`config.mk`:
```
export PLATFORM = sky130hd
export DESIGN_NAME = smoldvi_tmds_decode
export DESIGN_NICKNAME = d
export VERILOG_FILES = /design/src/rtl/smoldvi_tmds_decode.sv
export SDC_FILE = /design/constraint.sdc
export NUM_CORES = 1
export LEC_CHECK = 0
export ABC_AREA = 1
export CORE_MARGIN = 2
export CORE_UTILIZATION = 40
export CTS_BUF_LIST = sky130_fd_sc_hd__clkbuf_4
export DETAILED_ROUTE_END_ITERATION = 8
export PLACE_DENSITY = 0.74
export SLEW_MARGIN = 20
export SYNTH_ARGS = -nofsm -noshare
export SYNTH_HDL_FRONTEND = slang
export SYNTH_SLANG_ARGS = --single-unit
```
`constraint.sdc`:
```
create_clock -name clk_pix -period 1.42 [get_ports clk_pix]
set_input_delay 0.142 -clock clk_pix [delete_from_list [all_inputs] [get_ports clk_pix]]
set_output_delay 0.142 -clock clk_pix [all_outputs]
set_load 0.1 [all_outputs]
```
`src/rtl/smoldvi_tmds_decode.sv`:
```
// TMDS lane decoder: aligns to control-symbol runs via bitslip requests, then decodes data/control words.
// One-cycle registered latency from d to q/c/den; no backpressure, one word is accepted every clk_pix.
module smoldvi_tmds_decode #(
  parameter int LOCK_COUNT     = 64,
  parameter int SEARCH_TIMEOUT = 2048,
  parameter int SLIP_DELAY     = 8
) (
  input  logic       clk_pix,
  input  logic       rst_n_pix,
  input  logic       en,
  input  logic [9:0] d,
  output logic       bitslip,
  output logic       locked,
  output logic       err,
  output logic       den,
  output logic [7:0] q,
  output logic [1:0] c
);

  localparam int RUN_W   = $clog2(LOCK_COUNT) + 1;
  localparam int TMO_MAX = (SEARCH_TIMEOUT > SLIP_DELAY) ? SEARCH_TIMEOUT : SLIP_DELAY;
  localparam int TMO_W   = $clog2(TMO_MAX) + 1;

  localparam logic [RUN_W-1:0] RUN_LAST  = RUN_W'(LOCK_COUNT - 1);
  localparam logic [RUN_W-1:0] RUN_FULL  = RUN_W'(LOCK_COUNT);
  localparam logic [RUN_W-1:0] RUN_ONE   = RUN_W'(1);
  localparam logic [TMO_W-1:0] TMO_LAST  = TMO_W'(SEARCH_TIMEOUT - 1);
  localparam logic [TMO_W-1:0] SLIP_LAST = TMO_W'(SLIP_DELAY - 1);
  localparam logic [TMO_W-1:0] TMO_ONE   = TMO_W'(1);

  localparam logic [9:0] CTRL_00 = 10'b1101010100;
  localparam logic [9:0] CTRL_01 = 10'b0010101011;
  localparam logic [9:0] CTRL_10 = 10'b0101010100;
  localparam logic [9:0] CTRL_11 = 10'b1010101011;

  typedef enum logic [1:0] {
    ST_SEARCH    = 2'd0,
    ST_SLIP_WAIT = 2'd1,
    ST_LOCKED    = 2'd2
  } state_t;

  state_t           state_q, state_d;
  logic [TMO_W-1:0] tmo_q, tmo_d;
  logic [RUN_W-1:0] run_q, run_d;
  logic             slip_d, err_d;
  logic             is_ctrl;
  logic [1:0]       ctrl_code;
  logic [7:0]       dd, dec;
  logic             run_done;
  logic             out_live;

  always_comb begin
    is_ctrl   = 1'b1;
    ctrl_code = 2'b00;
    case (d)
      CTRL_00: ctrl_code = 2'b00;
      CTRL_01: ctrl_code = 2'b01;
      CTRL_10: ctrl_code = 2'b10;
      CTRL_11: ctrl_code = 2'b11;
      default: is_ctrl   = 1'b0;
    endcase
  end

  // Undo the optional inversion, then the XOR/XNOR transition chain selected by d[8].
  always_comb begin
    dd     = d[9] ? ~d[7:0] : d[7:0];
    dec    = 8'h00;
    dec[0] = dd[0];
    for (int i = 1; i < 8; i++) begin
      dec[i] = d[8] ? (dd[i] ^ dd[i-1]) : ~(dd[i] ^ dd[i-1]);
    end
  end

  assign run_done = is_ctrl && (run_q == RUN_LAST);

  always_comb begin
    state_d = state_q;
    tmo_d   = tmo_q;
    slip_d  = 1'b0;
    err_d   = 1'b0;
    if (!is_ctrl) begin
      run_d = '0;
    end else if (run_q == RUN_FULL) begin
      run_d = run_q;
    end else begin
      run_d = run_q + RUN_ONE;
    end

    case (state_q)
      ST_SEARCH: begin
        tmo_d = tmo_q + TMO_ONE;
        if (run_done) begin
          state_d = ST_LOCKED;
          tmo_d   = '0;
        end else if (tmo_q == TMO_LAST) begin
          state_d = ST_SLIP_WAIT;
          slip_d  = 1'b1;
          tmo_d   = '0;
          run_d   = '0;
        end
      end
      ST_SLIP_WAIT: begin
        run_d = '0;
        if (tmo_q == SLIP_LAST) begin
          state_d = ST_SEARCH;
          tmo_d   = '0;
        end else begin
          tmo_d = tmo_q + TMO_ONE;
        end
      end
      ST_LOCKED: begin
        if (run_done) begin
          tmo_d = '0;
        end else if (tmo_q == TMO_LAST) begin
          state_d = ST_SEARCH;
          err_d   = 1'b1;
          tmo_d   = '0;
          run_d   = '0;
        end else begin
          tmo_d = tmo_q + TMO_ONE;
        end
      end
      default: begin
        state_d = ST_SEARCH;
        tmo_d   = '0;
        run_d   = '0;
      end
    endcase

    if (!en) begin
      state_d = ST_SEARCH;
      tmo_d   = '0;
      run_d   = '0;
      slip_d  = 1'b0;
      err_d   = 1'b0;
    end
  end

  // The lock-loss cycle already presents zeroed outputs alongside err.
  assign out_live = en && (state_q == ST_LOCKED) && !err_d;

  always_ff @(posedge clk_pix or negedge rst_n_pix) begin
    if (!rst_n_pix) begin
      state_q <= ST_SEARCH;
      tmo_q   <= '0;
      run_q   <= '0;
      bitslip <= 1'b0;
      locked  <= 1'b0;
      err     <= 1'b0;
      den     <= 1'b0;
      q       <= 8'h00;
      c       <= 2'b00;
    end else begin
      state_q <= state_d;
      tmo_q   <= tmo_d;
      run_q   <= run_d;
      bitslip <= slip_d;
      err     <= err_d;
      locked  <= (state_d == ST_LOCKED);
      if (out_live) begin
        if (is_ctrl) begin
          den <= 1'b0;
          c   <= ctrl_code;
        end else begin
          den <= 1'b1;
          q   <= dec;
        end
      end else begin
        den <= 1'b0;
        q   <= 8'h00;
        c   <= 2'b00;
      end
    end
  end

endmodule

```
==> metrics.cfg, run 1 <==
[run_status]
run_status=finished, violations left
violations=setup timing

[detailed_routing]
routed_wl_um=5140
dr.pass1.iters=4
routed.top_layer=met4
wl_met3_um=188
route.detailed.drc=0
ant_nets=0
post_drt_wl_per_cell_um=13.5
vias_per_cell=4.84
detailroute.via_count=1844
wl_met2_um=2870
initialDrtViolationCount=86
wl_met1_um=1960

[pwr]
p_per_area_nw_per_um2=575
max-vdd-ir-drop_mv=0.342
power_frac_clock_pct=32.0
seqPwrFrac_pct=56.3
power_mw=1.79
p_comb_share_pct=11.7
p_leak_nw=1.56
p_sw_share_pct=25.7
internal_power_mw=1.33
power_switching_mw=0.462

[finish]
seqCellArea_um2=876
syn_to_final_growth_pct=50.6
final_util_pct=61.8
layout.nets=333
nFillCells=388
multiInputGateArea_um2=1260
drive_gt1_share_pct=36.8

[clocking]
cts_buffer_depth=2
clk_pin_slew_ns=0.12
cts_root_buffer=clkbuf_4
cts_tree=done
cts_num_sinks=35
cts_buffers=5
htreeDepth=2
insertion_delay_ns=0.35

[yosys]
synthFlopType=dfrtp_1
synthCells=244
ys_warn_count=0
ys_top_cells_by_area=dfrtp_1, nand2_1, ha_1
synth_fp_nets=268
yosys.area.top_type=dfrtp_1
synth_top_area_share_pct=42.3
netlist_area_um2=2070
syn_avg_cell_area_um2=8.49
ys_types=26
synthTopCellsByCount=nand2_1, dfrtp_1, nor2_1, inv_1, xor2_1
async_flop_share_pct=100
ys_ff_latch=35
yosysMostFrequentCell=nand2_1
synth_edf_count=0
synth-seq-area-share_pct=42.3

[die]
die-area_um2=5770
pin_count=27
start_util_pct=41.1
std_cell_rows=26
die_y_um=76.0
core-area_um2=5040
die_x_um=76.0

[timing]
finalMaxSlewViolations=0
timing.final.crit_share_pct=112
hold_viol_final=0
skew_ns=0.0135
slew_headroom_pct=51.9
fmax_ghz=0.627
fin_setup_tns_ns=-3.27
finalWorstSetupSlack_ns=-0.176
finalSetupViolCount=35
grt_setup_unrepaired=true
tightest_slew_ns=0.721
layout_min_cycle_time_ns=1.60

[job]
maxCapViolations=0

[placement]
dp_hpwl_um=3250
numPortBuffers=26
routabilityCongestion=0.839

[grt]
grt_pass1_vias=1824
grt_first_pass_wirelength_um=8350
grt_overflow=0
grt_use_total_pct=18.1
grt_max_degree=36
antenna_found_initial=1

[worst_setup_path]
crit_chain=ha_2, nand2_2, buf_4, nor2_4, nand3_4, nand2_4, nand2_4, nand3_4, nor2_1
slowest_stage=dfrtp_1
startpoint_type=flip-flop
critPathTopFamily=simple AND/OR/NAND/NOR gates
crit_fanout=5
slowest_delay_ns=0.39
path_class=reg -> reg
critPathRequiredTime_ns=1.66
critPathBufInv=1
reg2reg_slack_ns=-0.18
cp.arrival_ns=1.83
worstSetupEndpointType=flip-flop

[worst_hold_path]
min_path_type=in -> async

through the flow:
stage	instance area, µm²	hold WS (ns)	instances	setup WS (ns)
2_1_floorplan	2070	-0.154	244	-0.0436
3_3_place_gp	2770	0.514	368	-0.388
3_5_place_dp	2770	0.527	368	-0.452
4_1_cts	2990	0.178	377	-0.0522
5_1_grt	3120	0.156	380	-0.210
6_report	3120	0.150	381	-0.176
worst register-to-register path, stage by stage (launching register included):
cell and delay (ns):
dfrtp_1 0.39, ha_2 0.20, nand2_2 0.08, buf_4 0.16, nor2_4 0.10, nand3_4 0.09, nand2_4 0.13, nand2_4 0.09
nand3_4 0.16, nor2_1 0.09
routing by layer:
| metal | up-vias | GRT usage (%) |
|---|---|---|
| li1 | 905 | - |
| met1 | 886 | 20.8 |
| met2 | 45 | 32.9 |
| met3 | 8 | 3.33 |
| met4 | 0 | 8.00 |
| met5 | - | 0 |
flip-flops by register name, summed over array words and instances, names as in the netlist:
| register | count |
|---|---|
| q | 8 |
| err | 1 |
| tmo_q | 12 |
| run_q | 7 |
| state_q | 2 |
| c | 2 |
| locked | 1 |
| den | 1 |
| bitslip | 1 |
cells by family after synthesis:
kind of cell	count (synthesis)	synth area share, %
buffers and inverters	36	7.73
adders and majority gates	11	6.65
xor gates and xnor gates	17	7.19
and+or+nand+nor	134	33.1
AOI/OAI and AO/OA	11	3.08
DFF	35	42.3
path summary, 6_finish.rpt:
kind	start	end	depth (start not counted)
setup / recovery	tmo_q[0]	tmo_q[4]	9
hold / removal	rst_n_pix	tmo_q[6]	2
setup reg to reg	tmo_q[0]	tmo_q[4]	9
hold reg to reg	c[1]	c[1]	2
max in group asynchronous	rst_n_pix	run_q[0]	2
min in group clk_pix	d[0]	q[0]	5
cells in the final DEF (no fill, tap or decap), drive strengths merged:
cell and instances:
dfrtp 35, nor2 39, o22ai 3, dlymetal6s2s 7, xor2 14, ha 11, xnor2 3, diode 1
o21a 2, nand2 65, buf 48, nand3 16, or2 1, nand4 11, a21oi 3, inv 33
clkinv 1, clkbuf 7, nor3 3, o21ai 3, clkdlybuf4s50 5
power by group through the flow:
stage	registers (mW)	logic (mW)	clock network, mW
finish	1.01	0.211	0.573
floorplan	1.03	0.0846	0
detailed placement	1.03	0.190	0
global placement	1.03	0.186	0
CTS	1.01	0.202	0.569
global route	1.01	0.234	0.631
layout make-up:
type / instances / share of cell area (%)
diodes: 1 / 0.0803
flip-flops and latches: 35 / 28.1
clock inverters: 1 / 0.161
well taps: 70 / 2.81
multi-input cells: 174 / 40.4
inverters: 33 / 4.05
repair buffers: 60 / 22.7
clock buffers: 7 / 1.69
timing repair:
| item | CTS | global route |
|---|---|---|
| endpoints found under the setup margin | 31 | 34 |
| hold buffers | 0 | 0 |
| buffers inserted | 0 | 3 |
| resized for setup | 35 | 26 |
| gates cloned | 1 | 0 |
| pin swaps | 8 | 11 |
Note: power is estimated with default switching activity, not from simulation.
==> inputs of run 2 (changes only) <==
--- a/config.mk
+++ b/config.mk
@@ -10,7 +10,7 @@
 export CORE_UTILIZATION = 40
 export CTS_BUF_LIST = sky130_fd_sc_hd__clkbuf_4
 export DETAILED_ROUTE_END_ITERATION = 8
-export PLACE_DENSITY = 0.74
+export PLACE_DENSITY = 0.72
 export SLEW_MARGIN = 20
 export SYNTH_ARGS = -nofsm -noshare
 export SYNTH_HDL_FRONTEND = slang
==> constraint.sdc (replaced) <==
create_clock -name clk_pix -period 1.5 [get_ports clk_pix]
set_input_delay 0.15 -clock clk_pix [delete_from_list [all_inputs] [get_ports clk_pix]]
set_output_delay 0.15 -clock clk_pix [all_outputs]
set_load 0.1 [all_outputs]
==> run 2 against run 1 <==
Compared with the run above:
- the run now ends clean
- register-to-register slack improved by 0.21 ns
- setup slack improved by 0.21 ns
- cell count fell by 1.0%
- core utilization fell by 2.9 points
- count of clock-buffer cells in the layout fell by 1
- die area did not move
- largest cell class unchanged
- largest power group unchanged
- highest routed layer unchanged
==> metrics.cfg, run 2 (synthesis gave the netlist of run 1 again) <==
[worst_setup_path]
path_class=reg -> reg
worstSetupEndpointType=flip-flop
crit_fanout=7
critPathRequiredTime_ns=1.75
cp.arrival_ns=1.72
startpoint_type=flip-flop

[clocking]
insertion_delay_ns=0.35
cts_hold_buf=0
clk_pin_slew_ns=0.12
cts_buffers=5
htreeDepth=2
cts_tree=done
cts_root_buffer=clkbuf_4
cts_num_sinks=35
cts_buffer_depth=2

[die]
die-area_um2=5770
std_cell_rows=26
start_util_pct=41.1
die_y_um=76.0
pin_count=27
die_x_um=76.0
core-area_um2=5040

[timing]
hold_viol_final=0
skew_ns=0.0201
timing.final.crit_share_pct=97.9
finalMaxSlewViolations=0
layout_min_cycle_time_ns=1.47
grt_setup_unrepaired=true
fmax_ghz=0.681
fin_setup_tns_ns=0
finalSetupViolCount=0
tightest_slew_ns=0.524
slew_headroom_pct=65.0

[finish]
nFillCells=429
largest_reg_flops=12
layout.nets=330
drive_gt1_share_pct=33.2
final_area_um2=2970
syn_to_final_growth_pct=43.4
top_regs=tmo_q (12), q (8), run_q (7)
antenna_cells=0
mostFrequentLayoutCells=nand2_1, dfrtp_1, inv_1, buf_4, nor2_1
final_common_cell=nand2_1
largest-register=tmo_q

[detailed_routing]
initialDrtViolationCount=76
detailroute.via_count=1760
routed_wl_um=4420
post_drt_wl_per_cell_um=11.7
vias_per_cell=4.67
route.detailed.drc=0
dr.pass1.iters=4
ant_nets=0

[grt]
grt_overflow=0
grt_use_total_pct=15.2
grt_first_pass_wirelength_um=7150
grt_pass1_vias=1631
grt_max_degree=36
antenna_found_initial=0

[placement]
dp_hpwl_um=3120
routabilityCongestion=0.820
place_area_um2=2760
numPortBuffers=26

[pwr]
power_mw=1.69
p_leak_nw=1.54
p_per_area_nw_per_um2=569
max-vdd-ir-drop_mv=0.466

[worst_hold_path]
min_path_type=in -> async

[run_status]
run_status=complete, no violations

[job]
maxCapViolations=0

## run 2: layout make-up
type | count | area, µm² | area share [%]
Multi-Input combinational cell | 174 | 1150 | 38.7
Sequential cell | 35 | 876 | 29.5
Timing Repair Buffer | 57 | 674 | 22.7
Inverter | 33 | 126 | 4.25
Tap cell | 70 | 87.6 | 2.95
Clock buffer | 6 | 45.0 | 1.52
Clock inverter | 2 | 12.5 | 0.421
## run 2: per-layer routing
layer / vias to the layer above / track usage [%] / routed length [µm]
met5: - / 0 / 0
met4: 0 / 4.91 / 70
met3: 7 / 3.81 / 159
met2: 37 / 26.0 / 2310
met1: 822 / 19.0 / 1880
li1: 894 / - / -
## run 2: final timing paths
check	from	endpoint	slack, ns	depth (start not counted)
max in group asynchronous	rst_n_pix	tmo_q[8]	1.14	2
min in group clk_pix	d[0]	q[0]	0.22	5
worst min-delay path	rst_n_pix	tmo_q[3]	0.15	2
worst max register to register	tmo_q[1]	tmo_q[0]	0.03	8
worst max-delay path	tmo_q[1]	tmo_q[0]	0.03	8
worst min register to register	c[1]	c[1]	0.56	2
## run 2: through the flow
step           hold WS, ns  instances  setup slack [ns]  util (%)
6_report             0.151        377            0.0313      58.9
5_1_grt              0.162        377           -0.0627      58.9
4_1_cts              0.161        374          -0.00208      56.6
3_5_place_dp         0.534        366            -0.375      54.6
3_3_place_gp         0.513        366            -0.301      54.6
2_1_floorplan       -0.146        244            0.0223         -
## run 2: timing repair
| item | in CTS | in global routing |
|---|---|---|
| endpoints found under the setup margin | 17 | 31 |
| pin swaps | 4 | 4 |
| resized for setup | 7 | 31 |
| cloned | 0 | 1 |
| buffers inserted | 1 | 2 |
## run 2: critical path, stage by stage, from the launching register on
cell	delay, ns
dfrtp_1	0.40
ha_4	0.16
nand2_4	0.06
nor2_4	0.12
nand3_4	0.11
nor2_8	0.18
nand2_2	0.12
nand3_4	0.16
nor2_2	0.06
## run 2: power breakdown
group          switching (mW)  internal, mW  total (mW)
Clock                   0.332         0.199       0.531
Sequential            0.00761         0.950       0.958
Combinational           0.103        0.0994       0.202
==> inputs of run 3 (changes only) <==
==> constraint.sdc (replaced) <==
create_clock -name clk_pix -period 1.6 [get_ports clk_pix]
set_input_delay 0.16 -clock clk_pix [delete_from_list [all_inputs] [get_ports clk_pix]]
set_output_delay 0.16 -clock clk_pix [all_outputs]
set_load 0.1 [all_outputs]
==> run 3 against run 2 <==
Compared with the run above:
- count of clock-buffer cells in the layout unchanged
- critical path depth unchanged
- clock power down 7.7%
- cell count down 2.1%
- non-clock buffer count down 7
- largest cell class unchanged
- largest power group unchanged
- highest routed layer unchanged
==> metrics.cfg, run 3 (synthesis gave the netlist of run 1 again) <==
[run_status]
run_status=complete, no violations

[die]
die_y_um=76.0
core-area_um2=5040
std_cell_rows=26
start_util_pct=41.1
pin_count=27
die_x_um=76.0
die-area_um2=5770

[worst_setup_path]
crit_chain=ha_1, nand3_1, nor2_4, nand2_4, nand2_1, nand2_2, nand2_1, nor2_1
slowest_delay_ns=0.39
path_class=reg -> reg
cp.depth=8
critPathTopFamily=simple AND/OR/NAND/NOR gates
critPathRequiredTime_ns=1.85
worstSetupEndpointType=flip-flop
rr_endpoint=tmo_q[10]
reg2reg_depth=8
critPathBufInv=0
r2r_start=run_q[1]
slowest_stage=dfrtp_1
reg2reg_slack_ns=0.11
cpMostUsedCell=nand2_1
cp.arrival_ns=1.74
startpoint_type=flip-flop
crit_fanout=4

[grt]
grt_pass1_vias=1648
grt_overflow=0
grt_first_pass_wirelength_um=7110
grt_max_degree=36
grt_use_total_pct=15.1
antenna_found_initial=0

[finish]
seqCellArea_um2=876
drive_gt1_share_pct=26.1
largest-register=tmo_q
layout.nets=322
largest_reg_flops=12
multiInputGateArea_um2=1080
antenna_cells=0
syn_to_final_growth_pct=35.8
top_regs=tmo_q (12), q (8), run_q (7)
final_common_cell=nand2_1
final_util_pct=55.8
nFillCells=443
mostFrequentLayoutCells=nand2_1, dfrtp_1, nor2_1
final_area_um2=2810

[clocking]
cts_num_sinks=35
insertion_delay_ns=0.34
cts_buffer_depth=2
clk_pin_slew_ns=0.12
htreeDepth=2
cts_buffers=5
cts_root_buffer=clkbuf_4
cts_tree=done

[placement]
numPortBuffers=26
routabilityCongestion=0.834
place_area_um2=2680
dp_hpwl_um=3020

[detailed_routing]
routed_wl_um=3900
ant_nets=0
initialDrtViolationCount=44
route.detailed.drc=0
post_drt_wl_per_cell_um=10.6
dr.pass1.iters=4
vias_per_cell=4.48
detailroute.via_count=1654

[pwr]
internal_power_mw=1.16
max-vdd-ir-drop_mv=0.326
power_frac_clock_pct=31.6
p_comb_share_pct=10.6
p_per_area_nw_per_um2=551
p_leak_nw=1.43
power_switching_mw=0.393
p_sw_share_pct=25.4
seqPwrFrac_pct=57.8
power_mw=1.55

[timing]
skew_ns=0.0134
finalMaxSlewViolations=0
finalSetupViolCount=0
holdWs_ns=0.218
grt_setup_unrepaired=true
timing.final.crit_share_pct=93.1
hold_viol_final=0
fmax_ghz=0.671
layout_min_cycle_time_ns=1.49
tightest_slew_ns=0.436
slew_headroom_pct=70.9

[worst_hold_path]
min_path_type=in -> async

[job]
maxCapViolations=0

-- run 3: changes by cell type in the layout (fill, tap and decap cells not counted), moves of 2 or more --
cell | before | now
nor2_1 | 22 | 29
buf_4 | 27 | 22
nand2_1 | 49 | 55
dlymetal6s2s_1 | 7 | 0
nand3_2 | 3 | 1
clkdlybuf4s50_1 | 5 | 12
nor2_2 | 9 | 3
nand2_2 | 11 | 5
-- run 3: how the worst max path moves through the flow --
| stage | startpoint | end | slack [ns] |
|---|---|---|---|
| CTS | tmo_q[0] | run_q[4] | 0.002 |
| global placement | d[4] | tmo_q[4] | -0.21 |
| detailed placement | d[4] | tmo_q[7] | -0.29 |
| global route | tmo_q[1] | run_q[1] | -0.02 |
| floorplan | tmo_q[0] | q[2] | 0.12 |
| finish | run_q[1] | tmo_q[10] | 0.11 |
-- run 3: power by group through the flow --
| stage | sequential (mW) | clock (mW) | combinational, mW |
|---|---|---|---|
| after global routing | 0.897 | 0.541 | 0.187 |
| after floorplan | 0.912 | 0 | 0.0747 |
| final | 0.896 | 0.490 | 0.164 |
| after detailed placement | 0.912 | 0 | 0.161 |
| after CTS | 0.895 | 0.500 | 0.162 |
| after global placement | 0.912 | 0 | 0.159 |
-- run 3: stage by stage --
step | setup slack, ns | TNS (ns) | cells
2_1_floorplan | 0.122 | 0 | 244
3_3_place_gp | -0.211 | -5.37 | 358
3_5_place_dp | -0.294 | -7.36 | 358
4_1_cts | 0.00159 | 0 | 366
5_1_grt | -0.0189 | -0.0925 | 369
6_report | 0.110 | 0 | 369
-- run 3: worst register-to-register path, delay by kind of cell (launching register included) --
family / cells / cell delay, ns
AND/OR/NAND/NOR: 7 / 0.82
flip-flops: 1 / 0.39
adder cells (fa/ha/maj): 1 / 0.20
-- run 3: what timing repair did --
item                                    4_1_cts  5_1_grt
hold buffers                                  0        0
gates resized for setup                       0       12
buffers inserted                              0        3
endpoints found under the setup margin        0       28
-- run 3: cell type report --
cell class                      count  share of cell area, %
Clock inverter                      2                  0.445
Tap cell                           70                   3.11
Multi-Input combinational cell    173                   38.3
Inverter                           33                   4.49
Timing Repair Buffer               50                   20.9
Clock buffer                        6                   1.60
Sequential cell                    35                   31.1
-- run 3: routing by layer --
layer  GRT usage, %  up-vias  routed length [µm]
li1               -      875                   -
met1           18.8      751                1800
met2           25.6       22                1920
met3           3.81        6                 114
met4           5.45        0                  65
met5              0        -                   0
